## src/rtl/agc_div_scheduler.sv

```systemverilog
// agc_div_scheduler: round-robin share of one AGC divider
// across N_CH channels, with stale-valid guard and timeout.
module agc_div_scheduler #(
  parameter int DATA_SIZE      = 14,
  parameter int REMAINDER_SIZE = 8,
  parameter int N_CH           = 4,
  parameter int TIMEOUT        = 63
) (
  input  logic                        i_clock,
  input  logic                        i_reset,
  input  logic [N_CH-1:0]             i_req,
  input  logic [N_CH*DATA_SIZE-1:0]   i_reference,
  input  logic [N_CH*DATA_SIZE-1:0]   i_error,
  output logic [DATA_SIZE-1:0]        o_div_reference,
  output logic [DATA_SIZE-1:0]        o_div_error,
  output logic                        o_div_start,
  input  logic [DATA_SIZE-1:0]        i_div_quotient,
  input  logic [REMAINDER_SIZE-1:0]   i_div_remainder,
  input  logic                        i_div_valid,
  output logic [DATA_SIZE-1:0]        o_quotient,
  output logic [REMAINDER_SIZE-1:0]   o_remainder,
  output logic [N_CH-1:0]             o_done,
  output logic                        o_timeout,
  output logic                        o_busy,
  output logic [2:0]                  o_ch_id
);

  typedef enum logic [1:0] {
    S_IDLE,
    S_LAUNCH,
    S_WAIT,
    S_DONE
  } state_t;

  state_t r_state;
  state_t w_next;

  logic [2:0]                r_rr;
  logic [2:0]                r_ch_id;
  logic [7:0]                r_cnt;
  logic                      r_seen_low;
  logic [DATA_SIZE-1:0]      r_ref;
  logic [DATA_SIZE-1:0]      r_err;
  logic [DATA_SIZE-1:0]      r_q;
  logic [REMAINDER_SIZE-1:0] r_r;
  logic                      r_to;

  logic       w_any;
  logic [2:0] w_grant;
  logic       w_accept;
  logic       w_expire;

  // Rotating priority: lowest offset from r_rr wins.
  always_comb begin
    w_any   = 1'b0;
    w_grant = '0;
    for (int k = N_CH - 1; k >= 0; k--) begin
      if (i_req[(int'(r_rr) + k) % N_CH]) begin
        w_any   = 1'b1;
        w_grant = 3'((int'(r_rr) + k) % N_CH);
      end
    end
  end

  // A valid level left over from the previous op is ignored.
  assign w_accept = i_div_valid && r_seen_low;
  assign w_expire = (r_cnt == 8'(TIMEOUT));

  // State register.
  always_ff @(posedge i_clock or negedge i_reset) begin
    if (!i_reset) r_state <= S_IDLE;
    else          r_state <= w_next;
  end

  // Next-state decode.
  always_comb begin
    w_next = r_state;
    unique case (r_state)
      S_IDLE:   if (w_any) w_next = S_LAUNCH;
      S_LAUNCH: w_next = S_WAIT;
      S_WAIT:   if (w_accept || w_expire) w_next = S_DONE;
      S_DONE:   w_next = S_IDLE;
      default:  w_next = S_IDLE;
    endcase
  end

  // Operand latch, wait bookkeeping, result capture, pointer.
  always_ff @(posedge i_clock or negedge i_reset) begin
    if (!i_reset) begin
      r_rr       <= '0;
      r_ch_id    <= '0;
      r_cnt      <= '0;
      r_seen_low <= 1'b0;
      r_ref      <= '0;
      r_err      <= '0;
      r_q        <= '0;
      r_r        <= '0;
      r_to       <= 1'b0;
    end else begin
      unique case (r_state)
        S_IDLE: begin
          if (w_any) begin
            r_ch_id <= w_grant;
            r_ref   <= i_reference[int'(w_grant)*DATA_SIZE +: DATA_SIZE];
            r_err   <= i_error[int'(w_grant)*DATA_SIZE +: DATA_SIZE];
          end
        end
        S_LAUNCH: begin
          r_cnt      <= '0;
          r_seen_low <= 1'b0;
        end
        S_WAIT: begin
          if (!i_div_valid) r_seen_low <= 1'b1;
          if (w_accept) begin
            r_q  <= i_div_quotient;
            r_r  <= i_div_remainder;
            r_to <= 1'b0;
          end else if (w_expire) begin
            r_q  <= '0;
            r_r  <= '0;
            r_to <= 1'b1;
          end else begin
            r_cnt <= r_cnt + 8'd1;
          end
        end
        S_DONE: begin
          if (r_ch_id == 3'(N_CH - 1)) r_rr <= '0;
          else                         r_rr <= r_ch_id + 3'd1;
        end
        default: ;
      endcase
    end
  end

  // One-hot done pulse to the served channel.
  always_comb begin
    o_done = '0;
    for (int k = 0; k < N_CH; k++) begin
      if (r_state == S_DONE && r_ch_id == 3'(k)) o_done[k] = 1'b1;
    end
  end

  assign o_div_start     = (r_state == S_LAUNCH);
  assign o_busy          = (r_state != S_IDLE);
  assign o_div_reference = r_ref;
  assign o_div_error     = r_err;
  assign o_quotient      = r_q;
  assign o_remainder     = r_r;
  assign o_timeout       = r_to;
  assign o_ch_id         = r_ch_id;

endmodule

```

## config.mk

```make
export PLATFORM = sky130hd
export DESIGN_NAME = agc_div_scheduler
export DESIGN_NICKNAME = d
export VERILOG_FILES = /design/src/rtl/agc_div_scheduler.sv
export SDC_FILE = /design/constraint.sdc
export NUM_CORES = 1
export LEC_CHECK = 0
export ABC_AREA = 1
export BUFFER_PORTS_ARGS = -buffer_cell sky130_fd_sc_hd__clkbuf_2
export CAP_MARGIN = 20
export CORE_ASPECT_RATIO = 0.5
export CORE_UTILIZATION = 45
export CTS_CLUSTER_DIAMETER = 100
export DETAILED_ROUTE_END_ITERATION = 16
export PLACE_DENSITY = 0.88
export SETUP_SLACK_MARGIN = 0.1
export SYNTH_ARGS = -nofsm -noshare
export SYNTH_HDL_FRONTEND = slang
export SYNTH_SLANG_ARGS = --single-unit
```

## constraint.sdc

```tcl
create_clock -name i_clock -period 2.05 [get_ports i_clock]
set_clock_uncertainty 0.1 [all_clocks]
set_input_delay 0.1025 -clock i_clock [delete_from_list [all_inputs] [get_ports i_clock]]
set_output_delay 0.1025 -clock i_clock [all_outputs]
set_load 0.01 [all_outputs]
```

# == Word-level counts from Yosys, hierarchy flattened ==
# Index checks and enable logic that the tools add are counted.
# totals
ff_bits,67
in_bits,141
output_inout_bits,60
word_cells,94
# classes
n_addsub,5
mul,1
order_cmp,4
n_eq_ne,12
n_shift,2
mux,38
bitwise_logic,3
reduce_logical,19
# op_table
op,n
$shiftx 56x32->14,1
$shiftx 56x8->14,1
$mux 8,4
$mux 14,2
$mux 1,18
$pmux 8 s2,1
$lt 3x4->1 const B,3
$mux 3,4
$ne 2x2->1 const B,5
$add 8x1->8 const B,1
$bmux 1 s2,4
$eq 8x6->1 const B,1
$pmux 2 s4,1
$reduce_and 2->1,4
$eq 3x2->1 const B,2
$mul 3x3->6 const B,1
$mux 2,3
$reduce_bool 2->1,3
$reduce_or 2->1,3
$logic_and 1x1->1,5
$add 2x1->2 const B,2
$add 2x2->2 const B,2
$eq 2x2->1 const B,2
$and 1x1->1 const A,3
8 further kinds,8

# == Longest topological paths before layout ==
# Gate-level depths: netlist of run 1.
# depth
word_depth,12
depth_mapped,14
ltp_nobuf,13

# == Worst setup path before layout of run 1 ==
# Ideal clock, no wire load.
# synth_timing
path_type,register to register
from,reg r_cnt[0]
to,reg r_cnt[3]
setup_time_ps,123
arrival_ps,1614
required_time_ps,1827
slack_ps,213
stages_incl_launch_ff,11
path_buffers,0
period_less_slack_ps,1837
cell_sequence,dfrtp_1 > ha_1 > nand2_1 > inv_1 > nand4_1 > nand2_1 > nor2_1 > inv_2 > nor3_1 > xor2_1 > nor2_1
# synth_via
elab_chain_cells,4
elab_cells_between_ends,7
cone_classes,add/sub (1); eq/ne (2); mux (3); reduce/logical (1)
# synth_lines
element,line_no,source
from (decl),40,logic [7:0] r_cnt;
from (signal assigned),123,r_cnt <= r_cnt + 8'd1;
$add 8x1->8,123,
$mux 8,118,end else if (w_expire) begin
$mux 8,114,if (w_accept) begin
$pmux 8 s2,100,unique case (r_state)
# Several ways; a longest one is shown, not always the timed one. The select of a mux whose other input is x is not followed.
# A chain may end at the register's enable or synchronous reset.

# == Worst setup path after layout of run 1 ==
# layout_timing
from,reg r_rr[0]
to,"reg r_ref[12], in the netlist o_div_reference[12]"
# layout_via
elab_chain_cells,10
elab_cells_between_ends,31
cone_classes,add/sub (3); mul (1); shift (1); mux (19); bitwise (3); reduce/logical (4)
# layout_lines
element,line_no,source
from (decl),38,logic [2:0] r_rr;
from (signal assigned),128,else r_rr <= r_ch_id + 3'd1;
$add 2x2->2,"58, 60",
$bmux 1 s2,58,if (i_req[(int'(r_rr) + k) % N_CH]) begin
$mux 1 (implied by the code) (2 in a row),58,
$mux 3 (4 in a row),58,
$mul 3x3->6,104,r_ref <= i_reference[int'(w_grant)*DATA_SIZE +: DATA_SIZE];
$shiftx 56x32->14,104,
to (signal assigned),104,
to (decl),42,logic [DATA_SIZE-1:0] r_ref;
# Several ways; a longest one is shown, not always the timed one. The select of a mux whose other input is x is not followed.

==> results.md, run 1 <==
* Crit path time final at 2.24 ns
* Vias in the first global route at 4927
* Core area at 8800 um^2
* Period Utilization, post-route at 109%
* Top_reg_cell synth: dfrtp_1
* Grt total ovfl at 0
* # IOs at 201
* 1st-iter DRT viols at 726
* Share of layout cells above drive strength 1 at 39.9%
* Number of synthesized flops with an enable pin at 0
* Clock Latency Late Sink at 0.34 ns
* M3 GR Usage at 8.04%
* Slowest CP cell: dfrtp_2
* Final WS setup at -0.190 ns
* WP data required at 2.18 ns
* Die height at 69.7 um
* CP Capture Type: register
* Detailed-route wire length at 18600 um
* Internal cell power at 5.84 mW
* CTS sink cnt at 66
* Num CTS Buffers at 9
* Worst hold start: i_error[50]
* Peak supply drop at 773 uV
* Most frequent cell after synthesis: nand2_1
* Status: finished, violations left
* Pre-CTS WS at -0.0282 ns
* Layout Nets at 979
* Largest net degree at the start of global routing at 51
* DRC Markers at 0
* Worst path max stage delay at 0.47 ns
* Die W at 137 um
* Global route hottest layer: met2
* Reg2reg end: o_div_reference[12]
* Synth cell types at 35
* Total track usage at 30.5%
* First-pass GRT wire length at 22500 um
* Clk buf depth at 2
* Met2 Use GR at 55.2%
* CTS root buf: clkbuf_16
* Synth Warn # at 0
* Final Hold Vio Count at 0
* Vias per cell at 5.82
* Fmax at 447 MHz
* Synth top area share at 40.0%
* PD cells at 1710 nW/um^2
* Post-DRT Antenna Nets at 0
* Hold crit path type: input pin to register
* Sw Ratio at 49.3%
* Syn Inst Count at 560
* Ranking of synthesized cells by area: dfrtp_1, nand2_1, nand3_1
* Finished Layout Cells at 951
* Area Overhead vs Synth at 63.1%
* Sequential power share at 20.6%
* Synthesized net count at 710
* Crit Path Max Fanout at 25
* Synth top cells by count: nand2_1, nand3_1, inv_1
* Setup-failing EPs final at 24
* Psw at 5.68 mW
* Synth Register Bits at 66
* Max Slew Vio Count at 0
* Worst Path Arrival at 2.37 ns
* Antenna violations before repair at 0
* Routed vias at 5537
* Initial core utilization at 46.9%
* Final GP Congestion at 0.936
* Yosys top cell by area: dfrtp_1
* Final instance area at 6730 um^2
* Most frequent CP cell: nand3_4
* Clk pwr share at 13.9%
* Mean Syn Cell Area at 7.37 um^2
* 1st-pass router iterations at 7
* Violated checks: setup timing
* # rows at 24
* IO buf count at 199
* Post-synth ARST share at 100%
* Antenna diodes at 0
* CP Cell Sequence: buf_6 -> buf_4 -> a21oi_1 -> nand3_4 -> nand2_8 -> clkbuf_16 -> nand2_1 -> nand3_4 -> nand3_2
* Part of the power in combinational logic at 65.5%
* Worst-path clk slew at 0.06 ns
* Register area share after synthesis at 40.0%
* CTS H-tree depth at 3
* Startpoint Class: register
* Mapped cell area at 4130 um^2
* Drt wl/cell at 19.5 um
* Total placed instance area at 5260 um^2
* Worst hold stages at 5
* Number of max-cap violations at 0
* Worst reg-to-reg setup slack at -0.19 ns
* Leak at 3.77 nW
* CTS tree: built
* RSZ-0062 raised after global routing: yes
* Die area at 9580 um^2
* R2r worst-path depth at 9
* R2r startpoint: r_rr[0]
* Hold EP: o_div_error[8]
* Setup CP Type: register to register
* Met1 Use GR at 31.8%
* Detailed Place HPWL at 8670 um
* Cell count after placement at 864
-- power groups by stage --
stage          sequential [mW]  clock, mW  combinational [mW]
2_1_floorplan             2.46          0                3.45
3_3_place_gp              2.27          0                4.95
3_5_place_dp              2.28          0                5.11
4_1_cts                   2.28       1.58                5.40
5_1_grt                   2.41       1.66                7.99
6_report                  2.37       1.60                7.56
-- worst max-delay path by stage --
| stage | cells past startpoint | start | slack, ns | end |
|---|---|---|---|---|
| final | 9 | r_rr[0] | -0.19 | o_div_reference[12] |
| after global routing | 12 | r_rr[1] | -0.28 | o_div_reference[12] |
| after CTS | 10 | r_rr[0] | 0.1 | o_div_error[11] |
| after detailed placement | 9 | r_state[0] | -0.03 | r_cnt[3] |
| after global placement | 9 | r_state[0] | 0.09 | r_cnt[3] |
| after floorplan | 10 | r_cnt[0] | 0.21 | r_cnt[3] |
-- flip-flops by register name (all words and copies together), names as in the netlist --
name / count
o_ch_id: 2
o_div_error: 14
o_div_reference: 14
o_quotient: 14
o_remainder: 8
o_timeout: 1
r_cnt: 8
r_rr: 2
r_seen_low: 1
r_state: 2
-- cell type report --
| class | count | area, um^2 |
|---|---|---|
| clock inverters | 7 | 78.8 |
| multi-input cells | 370 | 2330 |
| flip-flops and latches | 66 | 1650 |
| repair buffers | 281 | 1900 |
| well taps | 117 | 146 |
| inverters | 101 | 392 |
| fillers | 508 | 2070 |
| clock buffers | 9 | 225 |
-- metal layers --
| layer | part of all wire, % | vias up |
|---|---|---|
| li1 | - | 2294 |
| met1 | 33 | 2545 |
| met2 | 48 | 514 |
| met4 | 7.7 | 0 |
| met3 | 11 | 184 |
| met5 | 0 | - |
-- per-stage QoR --
step	TNS (ns)	util, %	total power, mW	hold slack, ns
final	-1.33	76.5	11.5	0.000745
after global routing	-3.82	76.5	12.1	0.0186
after CTS	0	69.8	9.26	0.000979
after detailed placement	-0.0397	59.8	7.40	-0.0963
after global placement	0	59.8	7.22	-0.0995
after floorplan	0	-	5.91	-0.293
-- timing repair --
action | in CTS | in global routing
hold endpoints to repair | 104 | 0
hold buffers | 52 | 0
buffers inserted | 2 | 10
endpoints found under the setup margin | 33 | 37
gates resized for setup | 6 | 90
gates cloned | 2 | 5
pin swaps | 4 | 38
-- critical path: cells and delay by family, from the launching register on --
kind | cells | cell delay, ns
compound gates | 1 | 0.24
buf+inv | 3 | 0.51
simple gates | 5 | 0.78
flops | 1 | 0.47
-- kinds of logic (layout without fill, tap and decap cells) --
kind of cell / after synthesis / count (layout) / share of synthesized area [%]
AND/OR/NAND/NOR: 313 / 315 / 36.1
buffers and inverters: 126 / 398 / 13.0
flip-flops: 66 / 66 / 40.0
AO/OA/AOI/OAI: 41 / 41 / 7.19
adder cells (fa/ha/maj): 9 / 9 / 2.73
XOR/XNOR: 4 / 4 / 0.849
other: 1 / 1 / 0.0909
-- layout by cell type, fill, tap and decap left out, types with 16 or more instances in the layout --
cell and instances:
a22o_1 22, buf_4 16, clkbuf_2 198, dfrtp_1 65, dlygate4sd3_1 52, inv_1 93, nand2_1 130, nand3_1 55
nand3_2 43, or2_0 18, or2_1 22
Power figures use the tool's default switching activity.
==> run 2: changes to the inputs <==
--- a/config.mk
+++ b/config.mk
@@ -5,14 +5,13 @@
 export SDC_FILE = /design/constraint.sdc
 export NUM_CORES = 1
 export LEC_CHECK = 0
-export ABC_AREA = 1
 export BUFFER_PORTS_ARGS = -buffer_cell sky130_fd_sc_hd__clkbuf_2
 export CAP_MARGIN = 20
 export CORE_ASPECT_RATIO = 0.5
 export CORE_UTILIZATION = 45
 export CTS_CLUSTER_DIAMETER = 100
 export DETAILED_ROUTE_END_ITERATION = 16
-export PLACE_DENSITY = 0.88
+export PLACE_DENSITY = 0.91
 export SETUP_SLACK_MARGIN = 0.1
 export SYNTH_ARGS = -nofsm -noshare
 export SYNTH_HDL_FRONTEND = slang
==> run 2 against run 1 <==
Compared with the run above:
- the flow now finishes without violations
- hold slack improved by 0.0086 ns
- clock-buffer cell count unchanged
- first-iteration DRC count decreased by 58%
- maximum frequency increased by 16%
- non-clock buffer count decreased by 24
- sequential power decreased by 5%
- critical path type unchanged
- synthesized cell count decreased by 37%
- register-to-register slack improved by 0.31 ns
==> results.md, run 2 <==
* Detailed-route wire length at 12200 um
* Crit Path Max Fanout at 5
* Slowest CP cell: dfrtp_1
* Worst hold start: i_error[41]
* Hold crit path type: input pin to register
* Commonest non-fill, non-tap cell in the layout: clkbuf_2
* Die height at 65.9 um
* Synthesized net count at 504
* Vias per cell at 5.56
* Final instance area at 5570 um^2
* Total placed instance area at 4820 um^2
* Crit path time final at 1.93 ns
* Worst Path Arrival at 2.05 ns
* Layout Nets at 744
* Synth top area share at 45.0%
* Final GP Congestion at 0.908
* Crit path max-delay family: compound AO/OA/AOI/OAI gates
* CTS tree: built
* Hold EP: o_div_error[13]
* Register area share after synthesis at 45.0%
* Die W at 130 um
* Most frequent cell after synthesis: dfrtp_1
* Core area at 7600 um^2
* Worst hold stages at 3
* Setup_tns at 0 ns
* CTS sink cnt at 66
* Fmax at 518 MHz
* Post-DRT Antenna Nets at 0
* Ranking of synthesized cells by area: dfrtp_1, a211oi_1, mux2i_1
* Number of synthesized flops with an enable pin at 0
* Startpoint Class: register
* Die area at 8540 um^2
* Synth cell types at 44
* WP data required at 2.17 ns
* CP Capture Type: register
* Top_reg_cell synth: dfrtp_1
* Number of max-cap violations at 0
* Setup CP Type: register to register
* # rows at 22
* # IOs at 201
* Initial core utilization at 48.3%
* Total track usage at 27.7%
* CP Buf/Inv Count at 0
* Yosys top cell by area: dfrtp_1
* Share of layout cells above drive strength 1 at 44.2%
* Final Hold Vio Count at 0
* Mapped cell area at 3670 um^2
* Period Utilization, post-route at 94.2%
* Grt total ovfl at 0
* RSZ-0062 raised after global routing: yes
* R2r worst-path depth at 6
* Max Slew Vio Count at 0
* Drt wl/cell at 17.2 um
* Status: completed
* Largest net degree at the start of global routing at 67
* Worst reg-to-reg setup slack at 0.12 ns
* IO buf count at 199
* First-pass GRT wire length at 17900 um
* 1st-iter DRT viols at 306
* CTS root buf: clkbuf_16
* Worst path max stage delay at 0.38 ns
* Mean Syn Cell Area at 10.4 um^2
* Clk buf depth at 2
* Peak supply drop at 744 uV
* Post-synth ARST share at 100%
* Num CTS Buffers at 9
* Antenna violations before repair at 0
* DRC Markers at 0
* Worst-path clk slew at 0.06 ns
* Commonest non-fill, non-tap cells in the layout: clkbuf_2, dfrtp_1, a211oi_1, dlygate4sd3_1, nor2_1
* Reg2reg end: r_state[1]
* Leak at 2.85 nW
* Area Overhead vs Synth at 51.7%
* Clock Latency Late Sink at 0.33 ns
* Synth Warn # at 0
* Synth Register Bits at 66
* Syn Inst Count at 354
* CP Cell Sequence: ha_2 -> nand3_1 -> nor4_1 -> a21oi_1 -> a22oi_1 -> mux2_2
* R2r startpoint: r_cnt[1]
* Vias in the first global route at 3785
* 1st-pass router iterations at 5
* CTS H-tree depth at 3
* PD cells at 1300 nW/um^2
* Synth top cells by count: dfrtp_1, a211oi_1, nor2_1
* Setup-failing EPs final at 0
* Routed vias at 3929
* Antenna diodes at 0
* Detailed Place HPWL at 7680 um
-- run 2: cell types whose count changed in the layout (fill, tap and decap cells not counted), sizes merged, moves of 5 or more --
cell         before  now
nor2             17   32
dlygate4sd3      52   40
and3              1   29
or2              42    0
nand2           147   10
inv             101   16
and2              0    5
a211oi            0   56
nand3           104    4
mux2i             0   30
buf              27   19
-- run 2: area by class of cell --
cell class | instances | area (um^2)
Sequential cell | 66 | 1650
Inverter | 14 | 52.6
Tap cell | 108 | 135
Clock buffer | 9 | 225
Clock inverter | 7 | 53.8
Multi-Input combinational cell | 246 | 1880
Timing Repair Buffer | 257 | 1570
Fill cell | 519 | 2030
-- run 2: cells by family (layout without fill, tap and decap cells) --
kind of cell | Yosys count | count (layout) | synth area share (%)
other | 1 | 1 | 0.102
muxes | 33 | 33 | 9.10
buffers and inverters | 42 | 287 | 5.66
and+or+nand+nor | 95 | 95 | 14.3
adders and majority gates | 9 | 9 | 3.07
DFF | 66 | 66 | 45.0
AOI/OAI and AO/OA | 108 | 108 | 22.8
-- run 2: routing by layer --
metal,GRT usage (%),routed length [um],vias up
met5,0,0,-
li1,-,-,1813
met4,11.9,384,0
met1,30.7,4550,1886
met3,6.07,638,45
met2,52.0,6590,185
-- run 2: worst min-delay path, cell delays in order --
cell      delay (ns)
clkbuf_2        0.08
a211oi_1        0.06
a211oi_2        0.14
-- run 2: what timing repair did --
item | CTS | global route
pin swaps | 0 | 0
resized for setup | 1 | 12
setup buffers | 0 | 1
hold endpoints to repair | 97 | 0
hold buffers | 40 | 0
endpoints found under the setup margin | 2 | 35
-- run 2: how the worst max path moves through the flow --
stage / from / end / slack (ns) / depth (start not counted)
final: r_cnt[1] / r_state[1] / 0.12 / 6
after CTS: r_cnt[0] / r_cnt[7] / 0.12 / 6
after floorplan: r_state[0] / r_cnt[7] / 0.10 / 8
after global placement: r_cnt[0] / r_cnt[7] / 0.14 / 6
after detailed placement: r_cnt[0] / r_cnt[7] / 0.09 / 6
after global routing: r_state[1] / o_div_reference[4] / 0.03 / 7
-- run 2: metrics by stage --
step	hold slack (ns)	std cells	worst slack, ns	power [mW]	utilization, %
4_1_cts	0.00108	706	0.119	7.12	72.4
2_1_floorplan	-0.293	354	0.102	4.35	-
5_1_grt	0.00216	707	0.0312	7.69	73.3
6_report	0.00935	707	0.118	7.26	73.3
3_3_place_gp	0.0439	650	0.138	5.48	63.5
3_5_place_dp	0.0468	650	0.0915	5.61	63.5
-- run 2: where the power goes --
part / total [mW] / switching, mW / leakage (nW) / internal [mW]
Combinational: 3.60 / 2.01 / 1.93 / 1.59
Sequential: 2.24 / 0.364 / 0.794 / 1.88
Clock: 1.42 / 0.593 / 0.128 / 0.825
Total: 7.26 / 2.97 / 2.85 / 4.29
